==> src/rtl/riscv_defines.sv <==
// Shared decode types, dispatch class indices and exec-unit to class mapping.
package riscv_defines;

  typedef enum logic [3:0] {
    ALU_UNIT    = 4'd0,
    BRANCH_UNIT = 4'd1,
    LOAD_UNIT   = 4'd2,
    STORE_UNIT  = 4'd3,
    FP_ALU_UNIT = 4'd4,
    FP_MUL_UNIT = 4'd5,
    FP_DIV_UNIT = 4'd6
  } exec_unit_t;

  typedef struct packed {
    logic       valid;
    exec_unit_t exec_unit;
    logic [4:0] rd;
    logic [31:0] pc;
  } decoded_inst_t;

  localparam int NUM_DISP_CLASSES = 6;
  localparam logic [2:0] CLS_ALU    = 3'd0;
  localparam logic [2:0] CLS_BRANCH = 3'd1;
  localparam logic [2:0] CLS_LSU    = 3'd2;
  localparam logic [2:0] CLS_FP_ALU = 3'd3;
  localparam logic [2:0] CLS_FP_MUL = 3'd4;
  localparam logic [2:0] CLS_FP_DIV = 3'd5;

  typedef struct packed {
    logic       hit;
    logic [2:0] idx;
  } disp_class_t;

  function automatic disp_class_t map_exec_unit(exec_unit_t u);
    disp_class_t c;
    c = '{hit: 1'b1, idx: CLS_ALU};
    unique case (u)
      ALU_UNIT:    c.idx = CLS_ALU;
      BRANCH_UNIT: c.idx = CLS_BRANCH;
      LOAD_UNIT,
      STORE_UNIT:  c.idx = CLS_LSU;
      FP_ALU_UNIT: c.idx = CLS_FP_ALU;
      FP_MUL_UNIT: c.idx = CLS_FP_MUL;
      FP_DIV_UNIT: c.idx = CLS_FP_DIV;
      default:     c.hit = 1'b0;
    endcase
    return c;
  endfunction

endpackage

==> src/rtl/dispatch_credit_ctr.sv <==
// Saturating credit counter for one execution-unit class.
module dispatch_credit_ctr #(
  parameter int CREDITS = 4
) (
  input  logic clk,
  input  logic rst,
  input  logic take,
  input  logic ret,
  output logic nonzero
);

  localparam int KW = $clog2(CREDITS + 1);

  logic [KW-1:0] credit;

  // take and ret together cancel out
  always_ff @(posedge clk) begin
    if (rst) begin
      credit <= KW'(CREDITS);
    end else begin
      unique case ({take, ret})
        2'b10: if (credit != '0) credit <= credit - 1'b1;
        2'b01: if (credit != KW'(CREDITS)) credit <= credit + 1'b1;
        default: ;
      endcase
    end
  end

  assign nonzero = (credit != '0);

endmodule

==> src/rtl/dispatch_scheduler.sv <==
// In-order credit-based dispatch buffer; DISPATCH_PERF_CNT_EN adds stall_cnt.
module dispatch_scheduler
  import riscv_defines::*;
#(
  parameter int DEPTH   = 4,
  parameter int CREDITS = 4
) (
  input  logic                        clk,
  input  logic                        rst,
  input  logic                        in_valid,
  output logic                        in_ready,
  input  decoded_inst_t               in_inst,
  input  logic                        flush,
  input  logic [NUM_DISP_CLASSES-1:0] credit_ret,
  output logic [NUM_DISP_CLASSES-1:0] disp_valid,
  output decoded_inst_t               disp_inst,
  output logic                        drop_illegal
`ifdef DISPATCH_PERF_CNT_EN
  ,
  output logic [31:0]                 stall_cnt
`endif
);

  localparam int AW = $clog2(DEPTH);
  localparam int CW = AW + 1;

  decoded_inst_t mem [DEPTH];

  logic [AW-1:0] rd_ptr;
  logic [AW-1:0] wr_ptr;
  logic [CW-1:0] count;

  logic [NUM_DISP_CLASSES-1:0] credit_nz;

  disp_class_t head_cls;
  logic        has_head;
  logic        disp_fire;
  logic        enq;
  logic        deq;

  assign in_ready  = !rst && (count != CW'(DEPTH));
  assign enq       = in_valid && in_ready && in_inst.valid && !flush;
  assign disp_inst = mem[rd_ptr];
  assign has_head  = !rst && !flush && (count != '0);

  always_comb begin
    head_cls     = map_exec_unit(disp_inst.exec_unit);
    disp_fire    = has_head && head_cls.hit && credit_nz[head_cls.idx];
    drop_illegal = has_head && !head_cls.hit;
    deq          = disp_fire || drop_illegal;
    disp_valid   = '0;
    if (disp_fire)
      disp_valid = NUM_DISP_CLASSES'(1) << head_cls.idx;
  end

  always_ff @(posedge clk) begin
    if (enq) mem[wr_ptr] <= in_inst;
  end

  always_ff @(posedge clk) begin
    if (rst || flush) begin
      rd_ptr <= '0;
      wr_ptr <= '0;
      count  <= '0;
    end else begin
      if (enq) wr_ptr <= wr_ptr + 1'b1;
      if (deq) rd_ptr <= rd_ptr + 1'b1;
      unique case ({enq, deq})
        2'b10:   count <= count + 1'b1;
        2'b01:   count <= count - 1'b1;
        default: ;
      endcase
    end
  end

  for (genvar i = 0; i < NUM_DISP_CLASSES; i++) begin : g_cred
    dispatch_credit_ctr #(
      .CREDITS (CREDITS)
    ) u_ctr (
      .clk     (clk),
      .rst     (rst),
      .take    (disp_valid[i]),
      .ret     (credit_ret[i]),
      .nonzero (credit_nz[i])
    );
  end

`ifdef DISPATCH_PERF_CNT_EN
  logic stall;
  assign stall = has_head && head_cls.hit && !credit_nz[head_cls.idx];

  always_ff @(posedge clk) begin
    if (rst)
      stall_cnt <= '0;
    else if (stall && stall_cnt != 32'hFFFF_FFFF)
      stall_cnt <= stall_cnt + 1'b1;
  end
`endif

endmodule

==> config.mk <==
export PLATFORM = sky130hd
export DESIGN_NAME = dispatch_scheduler
export DESIGN_NICKNAME = d
export VERILOG_FILES = /design/src/rtl/riscv_defines.sv /design/src/rtl/dispatch_credit_ctr.sv /design/src/rtl/dispatch_scheduler.sv
export SDC_FILE = /design/constraint.sdc
export NUM_CORES = 1
export LEC_CHECK = 0
export CORE_MARGIN = 2
export CORE_UTILIZATION = 52
export CTS_BUF_LIST = sky130_fd_sc_hd__clkbuf_4 sky130_fd_sc_hd__clkbuf_8
export CTS_CLUSTER_DIAMETER = 150
export DETAILED_ROUTE_END_ITERATION = 16
export PLACE_DENSITY = 0.75
export SLEW_MARGIN = 0
export SYNTH_ARGS = -nofsm -noshare
export SYNTH_HDL_FRONTEND = slang
export SYNTH_SLANG_ARGS = --single-unit
==> constraint.sdc <==
create_clock -name clk -period 4.4 [get_ports clk]
set_input_delay 0.44 -clock clk [delete_from_list [all_inputs] [get_ports clk]]
set_output_delay 0.44 -clock clk [all_outputs]
set_load 0.01 [all_outputs]
=== Word-level counts from Yosys, hierarchy flattened ===
Memory sizes are Yosys's and may differ from the RTL's. A register that Yosys moved wholly into a read port is not among the register bits.
Index checks and enable logic that the tools add are counted.

* Word-level logic and storage cells: 132
* Input bits: 52
* ROM bits: 0
* Output and inout bits: 50
* Memories: 1
* Bits in registers: 25
* Latch bits: 0
* Bits in writable memories: 168

* Order comparisons: 1
* Mux-type cells: 28
* Shifts and indexed selects: 1
* Reductions and logical operators: 37
* Multiply operators: 0
* Bitwise logic cells: 0
* Add/sub/neg operators: 16
* Eq/ne operators: 39
* Div/mod/pow operators: 0

{| class="wikitable"
|+ Memory list
! name !! depth !! bits a word !! rd ports !! clocked after Yosys merged registers in !! write ports !! line !! source
|-
| mem || 4 || 42 || 1 || 1 || 1 || dispatch_scheduler.sv:27 || <nowiki>decoded_inst_t mem [DEPTH];</nowiki>
|}

{| class="wikitable"
|+ Operators with widths
! operator !! count
|-
| $pmux W3 S2 || 7
|-
| $mux W3 || 12
|-
| $ne A2 B1 Y1 const B || 12
|-
| $add A3 B1 Y3 const B || 7
|-
| $ne A3 B3 Y1 const B || 7
|-
| $reduce_bool A3 Y1 || 7
|-
| $sub A3 B1 Y3 const B || 7
|-
| $reduce_and A3 Y1 || 6
|-
| $pmux W3 S5 || 1
|-
| $eq A2 B1 Y1 const B || 7
|-
| $eq A2 B2 Y1 const B || 7
|-
| $reduce_bool A2 Y1 || 7
|-
| $eq A4 B3 Y1 const B || 3
|-
| $logic_and A1 B1 Y1 || 9
|-
| $eq A4 B2 Y1 const B || 2
|-
| $reduce_or A7 Y1 || 1
|-
| $mux W6 || 1
|-
| $shl A1 B3 Y6 const A || 1
|-
| $add A2 B1 Y2 const B || 2
|-
| $eq A4 B1 Y1 const B || 1
|-
| $logic_not A4 Y1 || 1
|-
| $lt A3 B4 Y1 const B || 1
|-
| $mux W1 || 4
|-
| $mux W2 || 2
|-
| 4 further kinds || 7
|}

=== Logic depth before layout (Yosys ltp) ===
* Depth after elaboration: 10
* Gate-level depth with buffers: 14
* Depth with buffers taken out: 12

=== By module ===
From an unflattened synthesis, not the netlist that was laid out.

* Cell total of the unflattened synthesis: 445
* Area total of the unflattened synthesis: 7993.9 sq um

{| class="wikitable"
|+ By module, submodules not included
! module !! sequential area each (sq um) !! cells each !! area an instance (sq um) !! times used
|-
| dispatch_scheduler || 5225.0 || 313 || 6815.3 || 1
|-
| dispatch_credit_ctr || 60.1 || 22 || 196.4 || 6
|}

=== Worst setup path after synthesis ===
Ideal clock, no wire load.

* Path type: reg2reg
* Start: reg with a tool-made name
* End: reg count[2]
* Buffers on the path: 2
* Stages on the path, launching flop included: 15
* Required time: 4.330 ns
* Arrival: 3.328 ns
* Library setup time: 0.070 ns
* Clock period less this slack: 3.398 ns
* Slack: 1.002 ns
* Path through: dfxtp_1 -> buf_6 -> mux4_2 -> and3_4 -> or4_4 -> a21oi_4 -> and2b_1 -> buf_4 -> or2_1 -> ha_1 -> inv_1 -> fa_1 -> xor2_1 -> or3_1 -> a21oi_1

{| class="wikitable"
|+ RTL lines
! element !! line !! source
|-
| to (signal assigned) || dispatch_scheduler.sv:69 || <nowiki>2'b10: count <= count + 1'b1;</nowiki>
|-
| to (signal assigned) || dispatch_scheduler.sv:70 || <nowiki>2'b01: count <= count - 1'b1;</nowiki>
|-
| to (decl) || dispatch_scheduler.sv:31 || <nowiki>logic [CW-1:0] count;</nowiki>
|}

==> run metrics <==
HP Class reg2reg; P_leak 3.26 nW; pins over their slew limit 0; async set-or-reset flop fraction in the synthesized netlist 0%; startpoint types register; drt drc 0; CP max FO 16; Synth Instances 458; final WL 14600 µm; core area 0.0152 mm²; initial antenna violation count 0; status finished clean; minimum clock period 4.13 ns; critical hold path startpoint g_cred[4].u_ctr.credit[1]$_SDFFE_PP0P_; area post-placement 0.00929 mm²; die height 129 µm; CTS tree done; Peak Freq 242 MHz; wire per inst 19.0 µm; Max-Cap Viols 0; RSZ-0062 raised after global routing no; Hold Buf Count CTS 0; EDFF count, synth 168; VDD IR max 0.000297 V; die width 129 µm; Synth Flop Type edfxtp_1; final setup fails 0; Hold WS 0.528 ns; cell taking the most area after synthesis edfxtp_1; register area share after synthesis 69.2%; gp weighted congestion 0.772; area grow syn2layout 20.6%; Seq cells post-synth 195; All-Layer GR Usage 18.8%; diode count 0; clk buf depth 2; crit path DAT 3.69 ns; clock root buffer clkbuf_8; Pwr per Cell Area 359 mW/mm²; io pins 102; syn nets 534; number of routed nets with antenna violations 0; utilization after layout 64.0%; syn avg cell area 17.6 µm²; clk sink count 195; synth top area cells edfxtp_1, mux4_2, dfxtp_1; commonest non-fill, non-tap cell in the layout edfxtp_1; number of buffers created by CTS 17; Clock Skew 0.0192 ns; area of the multi-input gates 0.00230 mm²; share of cells above drive strength 1 16.9%; first-pass GRT wire length 23400 µm; Initial Util 53.1%; most frequent cells in the layout edfxtp_1, clkdlybuf4s50_1, mux4_2, dfxtp_1, nor2_1; clock slew at reported path FFs 0.10 ns; FP Rows 45; total power draw 3.49 mW; Seq. cell area 0.00559 mm²; Crit. End Element output port; Final Cell Area 0.00973 mm²; Buffers on Ports 101; Setup TNS Final 0 ns; fin crit share 93.8%; CTS H-tree lvls 4; routed via count 4253; critical path required time 3.96 ns; Skew-Pair Late Insertion Delay 0.45 ns; overflow left after global routing 0; FF-to-FF setup slack 0.57 ns; number of hold violations in the final report 0; post-synthesis cell type count 46; largest net degree at the start of global routing 43; Worst-Margin Slew 0.640 ns; Nets 644; Slew headroom 57.3%; YS warnings 0; HPWL after detailed placement 9730 µm; Netlist Area Pre-Place 0.00807 mm²; Die Area 0.0165 mm²; vias in the first global route 4562; drt first pass iters 4; CP Class reg2out; Synth top area share 62.5%; DR iter-0 viols 305; fill cell count 1040; via/cell ratio 5.53
-- kinds of logic after synthesis --
logic type	after synthesis	synth area share, %
multiplexers	50	13.0
buffers and inverters	42	2.37
adder cells (fa/ha/maj)	24	4.37
AND/OR/NAND/NOR	92	6.11
AO/OA/AOI/OAI	40	3.24
flip-flops	195	69.2
XOR/XNOR	15	1.63
-- sequential cells by signal, summed over array words and instances (netlist names), named ones only --
| name | cells |
|---|---|
| count | 3 |
| wr_ptr | 2 |
| mem | 168 |
| rd_ptr | 2 |
| g_cred.u_ctr.credit | 18 |
-- cells in the mapped netlist, types with 2 or more instances --
library cell,count
o211ai_1,3
or3_1,6
inv_1,21
a21oi_1,16
fa_1,7
o21ai_1,2
nand3b_1,3
buf_4,7
mux2i_1,6
o21bai_1,6
dfxtp_1,27
or2_2,2
nand2_1,15
a31oi_1,2
ha_1,17
nand3_1,4
and3_1,7
o31ai_1,2
mux4_2,44
clkbuf_1,8
nand2b_1,8
o21ai_0,3
edfxtp_1,168
nor3_1,10
xnor2_1,13
nor2_1,22
and2_1,4
buf_1,5
or3b_1,2
xor2_1,2
-- cell type report --
cell class | instances | area share [%]
Multi-Input combinational cell | 221 | 23.6
Clock buffer | 18 | 2.48
Inverter | 21 | 0.810
Timing Repair Buffer | 112 | 11.2
Clock inverter | 14 | 1.94
Tap cell | 188 | 2.42
Sequential cell | 195 | 57.5
-- per-stage QoR --
stage,cells,worst slack [ns]
detailed placement,737,0.604
finish,769,0.272
floorplan,458,1.00
global route,769,0.0650
global placement,737,0.725
CTS,769,0.122
-- final timing paths --
kind	end	cells after the start
worst min-delay path	g_cred[4].u_ctr.credit[1]$_SDFFE_PP0P_	2
worst max-delay path	disp_valid[1]	7
worst min register to register	g_cred[4].u_ctr.credit[1]$_SDFFE_PP0P_	2
worst max register to register	count[2]$_SDFFE_PP0P_	12
-- power by group --
group | switching, mW | internal (mW) | leakage [nW] | total, mW
clock | 0.654 | 0.540 | 0.213 | 1.19
sequential | 0.0361 | 2.03 | 1.74 | 2.07
combinational | 0.103 | 0.123 | 1.31 | 0.226
-- layer usage --
| layer | wire length [µm] | global-route usage (%) | vias to the layer above |
|---|---|---|---|
| li1 | - | - | 1989 |
| met1 | 6110 | 23.9 | 2155 |
| met2 | 7530 | 31.8 | 101 |
| met3 | 864 | 6.44 | 8 |
| met4 | 89 | 4.22 | 0 |
| met5 | 0 | 0 | - |
-- critical path, cell delays in order (launching register included) --
cell	delay (ns)
dfxtp_4	0.55
mux4_2	0.69
and3_4	0.24
or4_4	0.44
a21oi_4	0.19
and2b_1	0.29
nor3b_2	0.27
clkdlybuf4s50_1	0.57
-- repair_timing --
action                     in CTS  in global routing
setup buffers                   0                  0
resized for setup               0                  1
setup endpoints to repair       0                  1
Note: power is estimated with default switching activity, not from simulation.
